===== config.mk =====
export PLATFORM = sky130hd
export DESIGN_NAME = alignment_ctrl_flat
export DESIGN_NICKNAME = d
export VERILOG_FILES = /design/src/rtl/align_pkg.sv /design/src/rtl/alignment_ctrl_if.sv /design/src/rtl/align_seq.sv /design/src/rtl/alignment_ctrl.sv /design/src/flat_wrapper.sv
export SDC_FILE = /design/constraint.sdc
export NUM_CORES = 1
export LEC_CHECK = 0
export BUFFER_PORTS_ARGS = -buffer_cell sky130_fd_sc_hd__buf_2
export CAP_MARGIN = 20
export CORE_AREA = 5 5 73 75
export CTS_CLUSTER_SIZE = 12
export DETAILED_ROUTE_END_ITERATION = 6
export DIE_AREA = 0 0 78 80
export PLACE_DENSITY = 0.74
export SLEW_MARGIN = 40
export SYNTH_ARGS = -nofsm -noshare
export SYNTH_HDL_FRONTEND = slang
export SYNTH_SLANG_ARGS = --single-unit
export TNS_END_PERCENT = 10

===== constraint.sdc =====
create_clock -name clk -period 5.5 [get_ports clk]
set_clock_uncertainty 0.2 [all_clocks]
set_input_delay 0.275 -clock clk [delete_from_list [all_inputs] [get_ports clk]]
set_output_delay 0.275 -clock clk [all_outputs]
set_load 0.05 [all_outputs]

===== src/rtl/align_pkg.sv =====
`default_nettype none
// ============================================================================
// Module      : align_pkg
// Description : Shared types and helpers for the alignment controller.
// Revision    : 1.0 - initial release
// ============================================================================
package align_pkg;

    typedef enum logic [1:0] {
        IDLE  = 2'd0,
        RUN   = 2'd1,
        FLUSH = 2'd2
    } state_t;

    typedef logic [15:0] len_t;

    // A single-granule beat still needs a 1-bit offset field.
    function automatic int calc_ofs_w(input int num_words);
        return (num_words > 1) ? $clog2(num_words) : 1;
    endfunction

endpackage
`default_nettype wire


===== src/rtl/alignment_ctrl_if.sv =====
`default_nettype none
// ============================================================================
// Module      : alignment_ctrl_if
// Description : Job, beat and network signals of the alignment controller.
// Revision    : 1.0 - initial release
// ============================================================================
interface alignment_ctrl_if #(
    parameter int DATA_WIDTH = 8,
    parameter int WORD_WIDTH = 1
) ();
    localparam int NUM_WORDS = DATA_WIDTH / WORD_WIDTH;
    localparam int OFS_W     = align_pkg::calc_ofs_w(NUM_WORDS);

    logic                   cfg_valid;
    logic                   cfg_ready;
    logic [OFS_W-1:0]       cfg_offset;
    logic [OFS_W-1:0]       cfg_step;
    logic                   cfg_reverse;
    align_pkg::len_t        cfg_len;
    logic                   in_valid;
    logic [DATA_WIDTH-1:0]  in_data;
    logic                   in_ready;
    logic [DATA_WIDTH-1:0]  net_in;
    logic                   net_reverse;
    logic [OFS_W-1:0]       net_align_start;
    logic [DATA_WIDTH-1:0]  net_out;
    logic                   out_valid;
    logic [DATA_WIDTH-1:0]  out_data;
    logic                   out_last;
    logic                   out_ready;
    logic                   abort;
    logic                   busy;
    logic                   done;

    modport master (
        output cfg_valid, cfg_offset, cfg_step, cfg_reverse, cfg_len,
        output in_valid, in_data, net_out, out_ready, abort,
        input  cfg_ready, in_ready, net_in, net_reverse, net_align_start,
        input  out_valid, out_data, out_last, busy, done
    );

    modport slave (
        input  cfg_valid, cfg_offset, cfg_step, cfg_reverse, cfg_len,
        input  in_valid, in_data, net_out, out_ready, abort,
        output cfg_ready, in_ready, net_in, net_reverse, net_align_start,
        output out_valid, out_data, out_last, busy, done
    );
endinterface
`default_nettype wire


===== src/rtl/align_seq.sv =====
`default_nettype none
// ============================================================================
// Module      : align_seq
// Description : Offset/length sequencer: wrapping align_start and beat count.
// Revision    : 1.0 - initial release
// ============================================================================
module align_seq
    import align_pkg::*;
#(
    parameter int NUM_WORDS = 8,
    parameter int OFS_W     = 3
) (
    input  wire logic             clk,
    input  wire logic             rst_n,
    input  wire logic             load,
    input  wire logic             adv,
    input  wire logic [OFS_W-1:0] cfg_offset,
    input  wire logic [OFS_W-1:0] cfg_step,
    input  wire len_t             cfg_len,
    output logic      [OFS_W-1:0] ofs,
    output logic                  cnt_zero
);
    localparam logic [OFS_W:0] c_num_words = (OFS_W+1)'(NUM_WORDS);

    logic [OFS_W-1:0] r_ofs;
    logic [OFS_W-1:0] r_step;
    len_t             r_cnt;
    logic [OFS_W:0]   w_sum;
    logic [OFS_W-1:0] w_ofs_nxt;

    // One extra bit on the sum so non-power-of-two granule counts wrap correctly.
    always_comb begin
        w_sum     = {1'b0, r_ofs} + {1'b0, r_step};
        w_ofs_nxt = (w_sum >= c_num_words) ? OFS_W'(w_sum - c_num_words) : w_sum[OFS_W-1:0];
    end

    always_ff @(posedge clk or negedge rst_n) begin
        if (!rst_n) begin
            r_ofs  <= '0;
            r_step <= '0;
            r_cnt  <= '0;
        end else if (load) begin
            r_ofs  <= cfg_offset;
            r_step <= cfg_step;
            r_cnt  <= cfg_len;
        end else if (adv) begin
            r_ofs <= w_ofs_nxt;
            if (r_cnt != '0) begin
                r_cnt <= r_cnt - 16'd1;
            end
        end
    end

    assign ofs      = r_ofs;
    assign cnt_zero = (r_cnt == '0);
endmodule
`default_nettype wire


===== src/rtl/alignment_ctrl.sv =====
`default_nettype none
// ============================================================================
// Module      : alignment_ctrl
// Description : Sequences beats through an external alignment network.
//               Optional ALIGNMENT_CTRL_STATS_EN adds job/beat counters.
// Revision    : 1.0 - initial release
// ============================================================================
module alignment_ctrl
    import align_pkg::*;
#(
    parameter int DATA_WIDTH = 8,
    parameter int WORD_WIDTH = 1
) (
    input  wire logic       clk,
    input  wire logic       rst_n,
    alignment_ctrl_if.slave bus
`ifdef ALIGNMENT_CTRL_STATS_EN
    ,
    output logic [15:0]     job_cnt,
    output logic [31:0]     beat_cnt
`endif
);
    localparam int NUM_WORDS = DATA_WIDTH / WORD_WIDTH;
    localparam int OFS_W     = calc_ofs_w(NUM_WORDS);

    state_t                r_state;
    state_t                w_state_nxt;
    logic                  r_cfg_en;
    logic                  r_reverse;
    logic                  r_out_valid;
    logic                  r_out_last;
    logic [DATA_WIDTH-1:0] r_out_data;
    logic                  r_done;
    logic                  w_done_set;
    logic                  w_cfg_ready;
    logic                  w_cfg_hs;
    logic                  w_in_ready;
    logic                  w_abort;
    logic                  w_in_hs;
    logic                  w_out_hs;
    logic                  w_cnt_zero;
    logic [OFS_W-1:0]      w_ofs;

    // r_cfg_en keeps cfg_ready low while reset is held and for the release edge.
    assign w_cfg_ready = (r_state == IDLE) && r_cfg_en;
    assign w_cfg_hs    = bus.cfg_valid && w_cfg_ready;
    assign w_in_ready  = (r_state == RUN) && (!r_out_valid || bus.out_ready);
    assign w_abort     = bus.abort && (r_state != IDLE);
    assign w_in_hs     = bus.in_valid && w_in_ready && !w_abort;
    assign w_out_hs    = r_out_valid && bus.out_ready && !w_abort;

    align_seq #(
        .NUM_WORDS (NUM_WORDS),
        .OFS_W     (OFS_W)
    ) u_seq (
        .clk        (clk),
        .rst_n      (rst_n),
        .load       (w_cfg_hs),
        .adv        (w_in_hs),
        .cfg_offset (bus.cfg_offset),
        .cfg_step   (bus.cfg_step),
        .cfg_len    (bus.cfg_len),
        .ofs        (w_ofs),
        .cnt_zero   (w_cnt_zero)
    );

    always_comb begin
        w_state_nxt = r_state;
        w_done_set  = 1'b0;
        case (r_state)
            IDLE: begin
                if (w_cfg_hs) begin
                    w_state_nxt = RUN;
                end
            end
            RUN: begin
                if (w_abort) begin
                    w_state_nxt = IDLE;
                end else if (w_in_hs && w_cnt_zero) begin
                    w_state_nxt = FLUSH;
                end
            end
            FLUSH: begin
                if (w_abort) begin
                    w_state_nxt = IDLE;
                end else if (w_out_hs && r_out_last) begin
                    w_state_nxt = IDLE;
                    w_done_set  = 1'b1;
                end
            end
            default: w_state_nxt = IDLE;
        endcase
    end

    always_ff @(posedge clk or negedge rst_n) begin
        if (!rst_n) begin
            r_state   <= IDLE;
            r_cfg_en  <= 1'b0;
            r_reverse <= 1'b0;
            r_done    <= 1'b0;
        end else begin
            r_state  <= w_state_nxt;
            r_cfg_en <= 1'b1;
            r_done   <= w_done_set;
            if (w_cfg_hs) begin
                r_reverse <= bus.cfg_reverse;
            end
        end
    end

    // A new beat replaces the held one only when the old one leaves in the same cycle.
    always_ff @(posedge clk or negedge rst_n) begin
        if (!rst_n) begin
            r_out_valid <= 1'b0;
            r_out_last  <= 1'b0;
            r_out_data  <= '0;
        end else if (w_abort) begin
            r_out_valid <= 1'b0;
            r_out_last  <= 1'b0;
        end else if (w_in_hs) begin
            r_out_data  <= bus.net_out;
            r_out_valid <= 1'b1;
            r_out_last  <= w_cnt_zero;
        end else if (w_out_hs) begin
            r_out_valid <= 1'b0;
            r_out_last  <= 1'b0;
        end
    end

    assign bus.cfg_ready       = w_cfg_ready;
    assign bus.in_ready        = w_in_ready;
    assign bus.net_in          = bus.in_data;
    assign bus.net_reverse     = r_reverse;
    assign bus.net_align_start = w_ofs;
    assign bus.out_valid       = r_out_valid;
    assign bus.out_data        = r_out_data;
    assign bus.out_last        = r_out_last;
    assign bus.busy            = (r_state != IDLE);
    assign bus.done            = r_done;

`ifdef ALIGNMENT_CTRL_STATS_EN
    logic [15:0] r_job_cnt;
    logic [31:0] r_beat_cnt;

    always_ff @(posedge clk or negedge rst_n) begin
        if (!rst_n) begin
            r_job_cnt  <= '0;
            r_beat_cnt <= '0;
        end else begin
            if (r_done && (r_job_cnt != '1)) begin
                r_job_cnt <= r_job_cnt + 16'd1;
            end
            if (w_out_hs && (r_beat_cnt != '1)) begin
                r_beat_cnt <= r_beat_cnt + 32'd1;
            end
        end
    end

    assign job_cnt  = r_job_cnt;
    assign beat_cnt = r_beat_cnt;
`endif
endmodule
`default_nettype wire

===== src/flat_wrapper.sv =====
// flat-port wrapper written by rule: the top's interface ports become plain ports
module alignment_ctrl_flat import align_pkg::*;
#(
    parameter int DATA_WIDTH = 8,
    parameter int WORD_WIDTH = 1
)
  (clk, rst_n, bus_cfg_valid, bus_cfg_offset, bus_cfg_step, bus_cfg_reverse, bus_cfg_len, bus_in_valid, bus_in_data, bus_net_out, bus_out_ready, bus_abort, bus_cfg_ready, bus_in_ready, bus_net_in, bus_net_reverse, bus_net_align_start, bus_out_valid, bus_out_data, bus_out_last, bus_busy, bus_done);
  alignment_ctrl_if #(.DATA_WIDTH(DATA_WIDTH), .WORD_WIDTH(WORD_WIDTH)) bus_i ();
  input  wire logic clk;
  input  wire logic rst_n;
  input wire logic [$bits(bus_i.cfg_valid)-1:0] bus_cfg_valid;
  input wire logic [$bits(bus_i.cfg_offset)-1:0] bus_cfg_offset;
  input wire logic [$bits(bus_i.cfg_step)-1:0] bus_cfg_step;
  input wire logic [$bits(bus_i.cfg_reverse)-1:0] bus_cfg_reverse;
  input wire logic [$bits(bus_i.cfg_len)-1:0] bus_cfg_len;
  input wire logic [$bits(bus_i.in_valid)-1:0] bus_in_valid;
  input wire logic [$bits(bus_i.in_data)-1:0] bus_in_data;
  input wire logic [$bits(bus_i.net_out)-1:0] bus_net_out;
  input wire logic [$bits(bus_i.out_ready)-1:0] bus_out_ready;
  input wire logic [$bits(bus_i.abort)-1:0] bus_abort;
  output wire logic [$bits(bus_i.cfg_ready)-1:0] bus_cfg_ready;
  output wire logic [$bits(bus_i.in_ready)-1:0] bus_in_ready;
  output wire logic [$bits(bus_i.net_in)-1:0] bus_net_in;
  output wire logic [$bits(bus_i.net_reverse)-1:0] bus_net_reverse;
  output wire logic [$bits(bus_i.net_align_start)-1:0] bus_net_align_start;
  output wire logic [$bits(bus_i.out_valid)-1:0] bus_out_valid;
  output wire logic [$bits(bus_i.out_data)-1:0] bus_out_data;
  output wire logic [$bits(bus_i.out_last)-1:0] bus_out_last;
  output wire logic [$bits(bus_i.busy)-1:0] bus_busy;
  output wire logic [$bits(bus_i.done)-1:0] bus_done;
  assign bus_i.cfg_valid = bus_cfg_valid;
  assign bus_i.cfg_offset = bus_cfg_offset;
  assign bus_i.cfg_step = bus_cfg_step;
  assign bus_i.cfg_reverse = bus_cfg_reverse;
  assign bus_i.cfg_len = bus_cfg_len;
  assign bus_i.in_valid = bus_in_valid;
  assign bus_i.in_data = bus_in_data;
  assign bus_i.net_out = bus_net_out;
  assign bus_i.out_ready = bus_out_ready;
  assign bus_i.abort = bus_abort;
  assign bus_cfg_ready = bus_i.cfg_ready;
  assign bus_in_ready = bus_i.in_ready;
  assign bus_net_in = bus_i.net_in;
  assign bus_net_reverse = bus_i.net_reverse;
  assign bus_net_align_start = bus_i.net_align_start;
  assign bus_out_valid = bus_i.out_valid;
  assign bus_out_data = bus_i.out_data;
  assign bus_out_last = bus_i.out_last;
  assign bus_busy = bus_i.busy;
  assign bus_done = bus_i.done;
  alignment_ctrl #(.DATA_WIDTH(DATA_WIDTH), .WORD_WIDTH(WORD_WIDTH)) u_core (.clk(clk), .rst_n(rst_n), .bus(bus_i));
endmodule

# Word-level counts from Yosys, hierarchy flattened
# Cells that the tools add are included.
[totals] ff_bits=37 input_bits=45 out_inout_bits=26 wordCells=63
[classes] n_addsub=3 n_lt_le_gt_ge=1 eq_ne=5 n_mux=20 bitwise_logic=1 n_reduce_logical=23
[op_table] cell="16-bit 2-to-1 mux" count=3
[op_table] cell="16-bit zero test" count=1
[op_table] cell="16-bit nonzero test" count=1
[op_table] cell="16-bit by 1-bit subtractor with 16-bit output (second input constant)" count=1
[op_table] cell="1-bit logical AND" count=10
[op_table] cell="2-bit 2-to-1 mux" count=5
[op_table] cell="3-bit 2-to-1 mux" count=3
[op_table] cell="1-bit 2-to-1 mux" count=8
[op_table] cell="2-bit one-hot mux with 3 select lines" count=1
[op_table] cell="2-bit nonzero test" count=3
[op_table] cell="3-bit by 3-bit adder with 4-bit output" count=1
[op_table] cell="4-bit >= comparator (second input constant)" count=1
[op_table] cell="2-bit AND reduction" count=2
[op_table] cell="3-bit by 1-bit inequality test with 1-bit output (second input constant)" count=1
[op_table] cell="3-bit by 2-bit inequality test with 1-bit output (second input constant)" count=1
[op_table] cell="3-bit AND reduction" count=1
[op_table] cell="3-bit nonzero test" count=1
[op_table] cell="3-bit by 1-bit subtractor with 3-bit output (second input constant)" count=1
[op_table] cell="2-bit by 1-bit equality test with 1-bit output (second input constant)" count=1
[op_table] cell="2-bit equality test (second input constant)" count=1
[op_table] cell="1-bit zero test" count=2
[op_table] cell="2-bit zero test" count=1
[op_table] cell="2-bit inequality test (second input constant)" count=1
[op_table] cell="1-bit logical OR" count=1
[op_table] cell="1-bit NOT" count=1

# Depth between registers and ports, before layout
[logic_depth] word_depth=9 mapped_depth=8 ltp_nobuf=7

# By module
# A second synthesis with hierarchy kept.
[unflattened] cells_unflattened=211 area_unflattened_um2=2115.8
[modules_own_cells] mod="align_seq" instances=1 cells_per_inst=153 area_each_um2=1410.1 seq_area_each_um2=550.5
[modules_own_cells] mod="alignment_ctrl" instances=1 cells_per_inst=58 area_each_um2=705.7 seq_area_each_um2=375.4

# Worst setup path before layout
# OpenSTA, ideal clock, no wires.
[synth_timing] kind="register to register" from="reg u_core.u_seq.r_cnt[0]" to="reg u_core.u_seq.r_cnt[10]" setup_ns=0.133 t_arrival_ns=1.953 t_required_ns=5.167 setup_slack_ns=3.213 path_stages_with_launch=9 path_buffers=1 path_cell_list="dfrtp_1 -> inv_1 -> ha_1 -> or3b_2 -> or3_1 -> buf_2 -> nor3_1 -> mux2i_1 -> o21ai_0"
[synth_via] elab_chain_cells=4 elab_cells_between_ends=7 cone_classes="add/sub: 1; mux: 3; reduce/logical: 3"
[synth_rtl] item="start: declaration" line="align_seq.sv:27" text="len_t r_cnt;"
[synth_rtl] item="start signal: assignment" line="align_seq.sv:45" text="r_cnt <= cfg_len;"
[synth_rtl] item="start signal: assignment" line="align_seq.sv:49" text="r_cnt <= r_cnt - 16'd1;"
[synth_rtl] item="16-bit by 1-bit subtractor with 16-bit output" line="align_seq.sv:49"
[synth_rtl] item="16-bit 2-to-1 mux" line="align_seq.sv:48" text="if (r_cnt != '0) begin"
[synth_rtl] item="16-bit 2-to-1 mux" line="align_seq.sv:46" text="end else if (adv) begin"
[synth_rtl] item="16-bit 2-to-1 mux" line="align_seq.sv:42" text="end else if (load) begin"
# Several ways; a longest one is shown, not always the timed one. The select of a mux whose other input is x is not followed.
# A chain may end at the register's enable or synchronous reset.

# Worst setup path after layout
[layout_timing] from="reg u_core.u_seq.r_cnt[0]" to="reg u_core.u_seq.r_cnt[0]"
# The elaborated chain is that of the path after synthesis.

==> flow_summary_export.csv <==
group,metric,value,unit
worst_setup_path,crit_path_start,"u_core.u_seq.r_cnt[0]$_DFFE_PN0P_",
synth,syn_nets,252,
worst_setup_path,r2r_slack,2790,ps
clock_network,clk_latency,290,ps
clock_network,cts_root_buf,"clkbuf_8",
routing,num_vias,1623,
worst_setup_path,path_delay_family,"simple AND/OR/NAND/NOR gates",
synth,ys_seq_area_share,46.75,%
placed_design,place_congestion,0.8357,
worst_setup_path,slowest_delay,650,ps
placed_design,io_buffers,54,
clock_network,cts_setup_buffers,0,
worst_setup_path,crit_required,5440,ps
routing,dr.first_iter.drc_count,79,
routing,wl_met1,1861,um
clock_network,cts_resized,0,
worst_setup_path,cp.arrival,2650,ps
job,drv_cap,0,
synth,synth_area,1981,um^2
floorplan,rows,25,
routing,final_antenna_net_count,0,
routing,wl_per_cell,13.58,um
cells_and_area,areaGrowthSynthToFinish,24.51,%
worst_setup_path,r2r-start,"u_core.u_seq.r_cnt[0]$_DFFE_PN0P_",
routing,dr_wl_met3,251,um
clock_network,cts_tree,"yes",
worst_setup_path,worst_setup_path_end_kind,"register",
global_routing,grt_max_degree,38,
placed_design,placed_area,2227,um^2
floorplan,core_area,4598,um^2
cells_and_area,drive_above_1_share,31.03,%
cells_and_area,final_area,2466,um^2
worst_setup_path,critPathKind,"reg2reg",
outcome,status,"complete, but fails checks",
synth,synthSimpleGateAreaFrac,24.51,%
routing,route.met2.wl,2125,um
cells_and_area,antenna_cells,0,
routing,top_layer,"met4",
sta,hold_ws,-2.546,ps
clock_network,htree_num_levels,2,
placed_design,dp.final_hpwl,3035,um
min_path,hp-class,"in2reg",
sta,setup_viol,0,
floorplan,initial_utilization,43.07,%
global_routing,antenna_found_initial,0,
worst_setup_path,crit_path_start_kind,"register",
synth,synth_ff_type,"dfrtp_1",
sta,rsz0062_at_grt,"no",
worst_setup_path,cp_max_fo,11,
synth,synth_mux_area_share,7.581,%
synth,synth-compound-area-share,8.275,%
synth,async_flop_share,100.0,%
synth,synth-xor-area-share,4.422,%
power,irDropWorstVdd,163.0,uV
global_routing,grt_pass1_vias,1641,
floorplan,die_w,78,um
clock_network,clk_pin_slew,70,ps
outcome,violations,"negative hold slack",
routing,routed_wl,4278,um
sta,fin_crit_sh,49.22,%
clock_network,cts_made_buffers,5,
worst_setup_path,crit_slowest_cell,"nor4_4",
floorplan,die_h,80,um
routing,drc_errors,0,
synth,synth_top_family_by_area,"simple AND/OR/NAND/NOR gates",
global_routing,grt_overflow_total,0,
sta,hold_violations,1,
worst_setup_path,crit_chain,"inv_1 -> ha_1 -> or3b_2 -> nor4_4 -> or2_1 -> xnor2_1 -> o21ai_0",
synth,synth_seq_cells,37,
sta,final.min_clock_period,2707,ps
sta,fmax,369.4,MHz
floorplan,boundaryPins,71,
synth,synth_edf_count,0,
global_routing,grt_pass1_wl,7576,um
sta,slew_violations,0,
synth,netlist_instances,204,
sta,tns,0,ps
sta,tightest_slew,700.6,ps
synth,synthAdderAreaFrac,2.274,%
clock_network,cts_hold_buf,14,
routing,firstDrtPassIters,4,
min_path,holdCritStartpoint,"bus_cfg_len[4]",
clock_network,clock-sinks,37,
power,p_leak,1.113,nW
sta,slew_headroom,53.04,%
synth,synth_warnings,0,
routing,viasPerCell,5.152,
clock_network,cts_max_path_buffers,2,
power,powerDensity,367.8,nW/um^2
global_routing,track_usage,15.13,%
synth,ys_types,41,
floorplan,dieArea,6240,um^2
worst_setup_path,critPathBufInv,1,
synth,syn_avg_cell_area,9.709,um^2
cells_and_area,nets,309,
==> placed cells by master (no fill, tap or decap), types with 2 or more instances in the layout <==
| cell type | synthesis | routed |
|---|---|---|
| xnor2_1 | 10 | 10 |
| clkbuf_8 | 0 | 6 |
| buf_2 | 5 | 53 |
| o21ai_1 | 2 | 2 |
| ha_1 | 2 | 2 |
| o21ai_0 | 12 | 12 |
| dfrtp_1 | 37 | 37 |
| mux2i_1 | 6 | 6 |
| a21oi_1 | 8 | 8 |
| nor3_1 | 6 | 6 |
| or3_1 | 3 | 3 |
| nor4_1 | 6 | 5 |
| nor2b_1 | 3 | 3 |
| inv_1 | 3 | 3 |
| mux2_2 | 8 | 8 |
| nand2b_1 | 2 | 2 |
| nor2_1 | 13 | 13 |
| o211ai_1 | 2 | 2 |
| dlygate4sd3_1 | 0 | 15 |
| nand3_1 | 3 | 3 |
| nor4_2 | 2 | 2 |
| or4_1 | 6 | 6 |
| or2_2 | 2 | 2 |
| nand2_1 | 31 | 31 |
==> worst register-to-register path, stage by stage (launching register included) <==
cell and delay (ps):
dfrtp_1 380, inv_1 90, ha_1 160, or3b_2 530
nor4_4 650, or2_1 320, xnor2_1 150, o21ai_0 90
==> where the power goes <==
part | switching, W | internal (W)
Clock | 0.0000923 | 0.0000995
Combinational | 0.000216 | 0.000114
Sequential | 0.0000496 | 0.000335
==> sequential cells by signal (all words and copies together), names as in the netlist <==
| name | count |
|---|---|
| u_core.u_seq.r_cnt | 16 |
| u_core.u_seq.r_step | 3 |
| u_core.bus.out_last | 1 |
| u_core.bus.done | 1 |
| u_core.bus.net_reverse | 1 |
| u_core.u_seq.ofs | 3 |
| u_core.r_state | 2 |
| u_core.r_cfg_en | 1 |
| u_core.bus.out_valid | 1 |
| u_core.bus.out_data | 8 |
==> Yosys cell counts (3+ instances only) <==
master	instances	share of area (%)
buf_4	8	3.0
nor4_1	6	1.9
mux2i_1	6	3.0
or4_1	6	2.3
nand3_1	3	0.76
dfrtp_1	37	47
clkbuf_1	6	1.1
nor2_1	13	2.5
nor2b_1	3	0.95
nor3_1	6	1.5
mux2_2	8	4.5
o21ai_0	12	3.0
xnor2_1	10	4.4
buf_2	5	1.3
a21oi_1	8	2.0
inv_1	3	0.57
nand2_1	31	5.9
or3_1	3	0.95
==> kinds of logic (layout without fill, tap and decap cells) <==
family | after synthesis | after routing
DFF | 37 | 37
and+or+nand+nor | 88 | 88
muxes | 14 | 14
other | 1 | 1
adders and majority gates | 3 | 3
xor gates and xnor gates | 10 | 10
AOI/OAI and AO/OA | 29 | 29
buffers and inverters | 22 | 79
==> final timing paths <==
| kind | to | cells past startpoint |
|---|---|---|
| max in group asynchronous | u_core.u_seq.r_cnt[7]$_DFFE_PN0P_ | 2 |
| hold reg to reg | u_core.u_seq.r_step[0]$_DFFE_PN0P_ | 2 |
| min in group asynchronous | u_core.u_seq.r_cnt[11]$_DFFE_PN0P_ | 2 |
| setup reg to reg | u_core.u_seq.r_cnt[0]$_DFFE_PN0P_ | 7 |
| setup / recovery | u_core.u_seq.r_cnt[0]$_DFFE_PN0P_ | 7 |
| hold / removal | u_core.u_seq.r_cnt[4]$_DFFE_PN0P_ | 3 |
==> stage by stage <==
step | std cells | total power [W] | worst slack, ps | util, %
2_1_floorplan | 204 | 0.0006420 | 3213 | -
3_3_place_gp | 293 | 0.0007052 | 2599 | 48.22
3_5_place_dp | 293 | 0.0007143 | 2814 | 48.44
4_1_cts | 314 | 0.0009166 | 2802 | 53.36
5_1_grt | 315 | 0.0009702 | 2608 | 53.63
6_report | 315 | 0.0009071 | 2793 | 53.63
==> routing by layer <==
layer  up-vias  track usage [%]
met5         -                0
met4         0            3.716
met3         6            4.853
met2        30            25.46
met1       773            18.80
li1        814                -
==> layout make-up <==
cell class	count	area, um^2
Inverter	3	11.26
Sequential cell	37	925.9
Multi-Input combinational cell	145	952.2
Timing Repair Buffer	69	422.9
Tap cell	54	67.56
Clock buffer	7	86.33
Fill cell	446	2132
(Power assumes the default switching activity.)
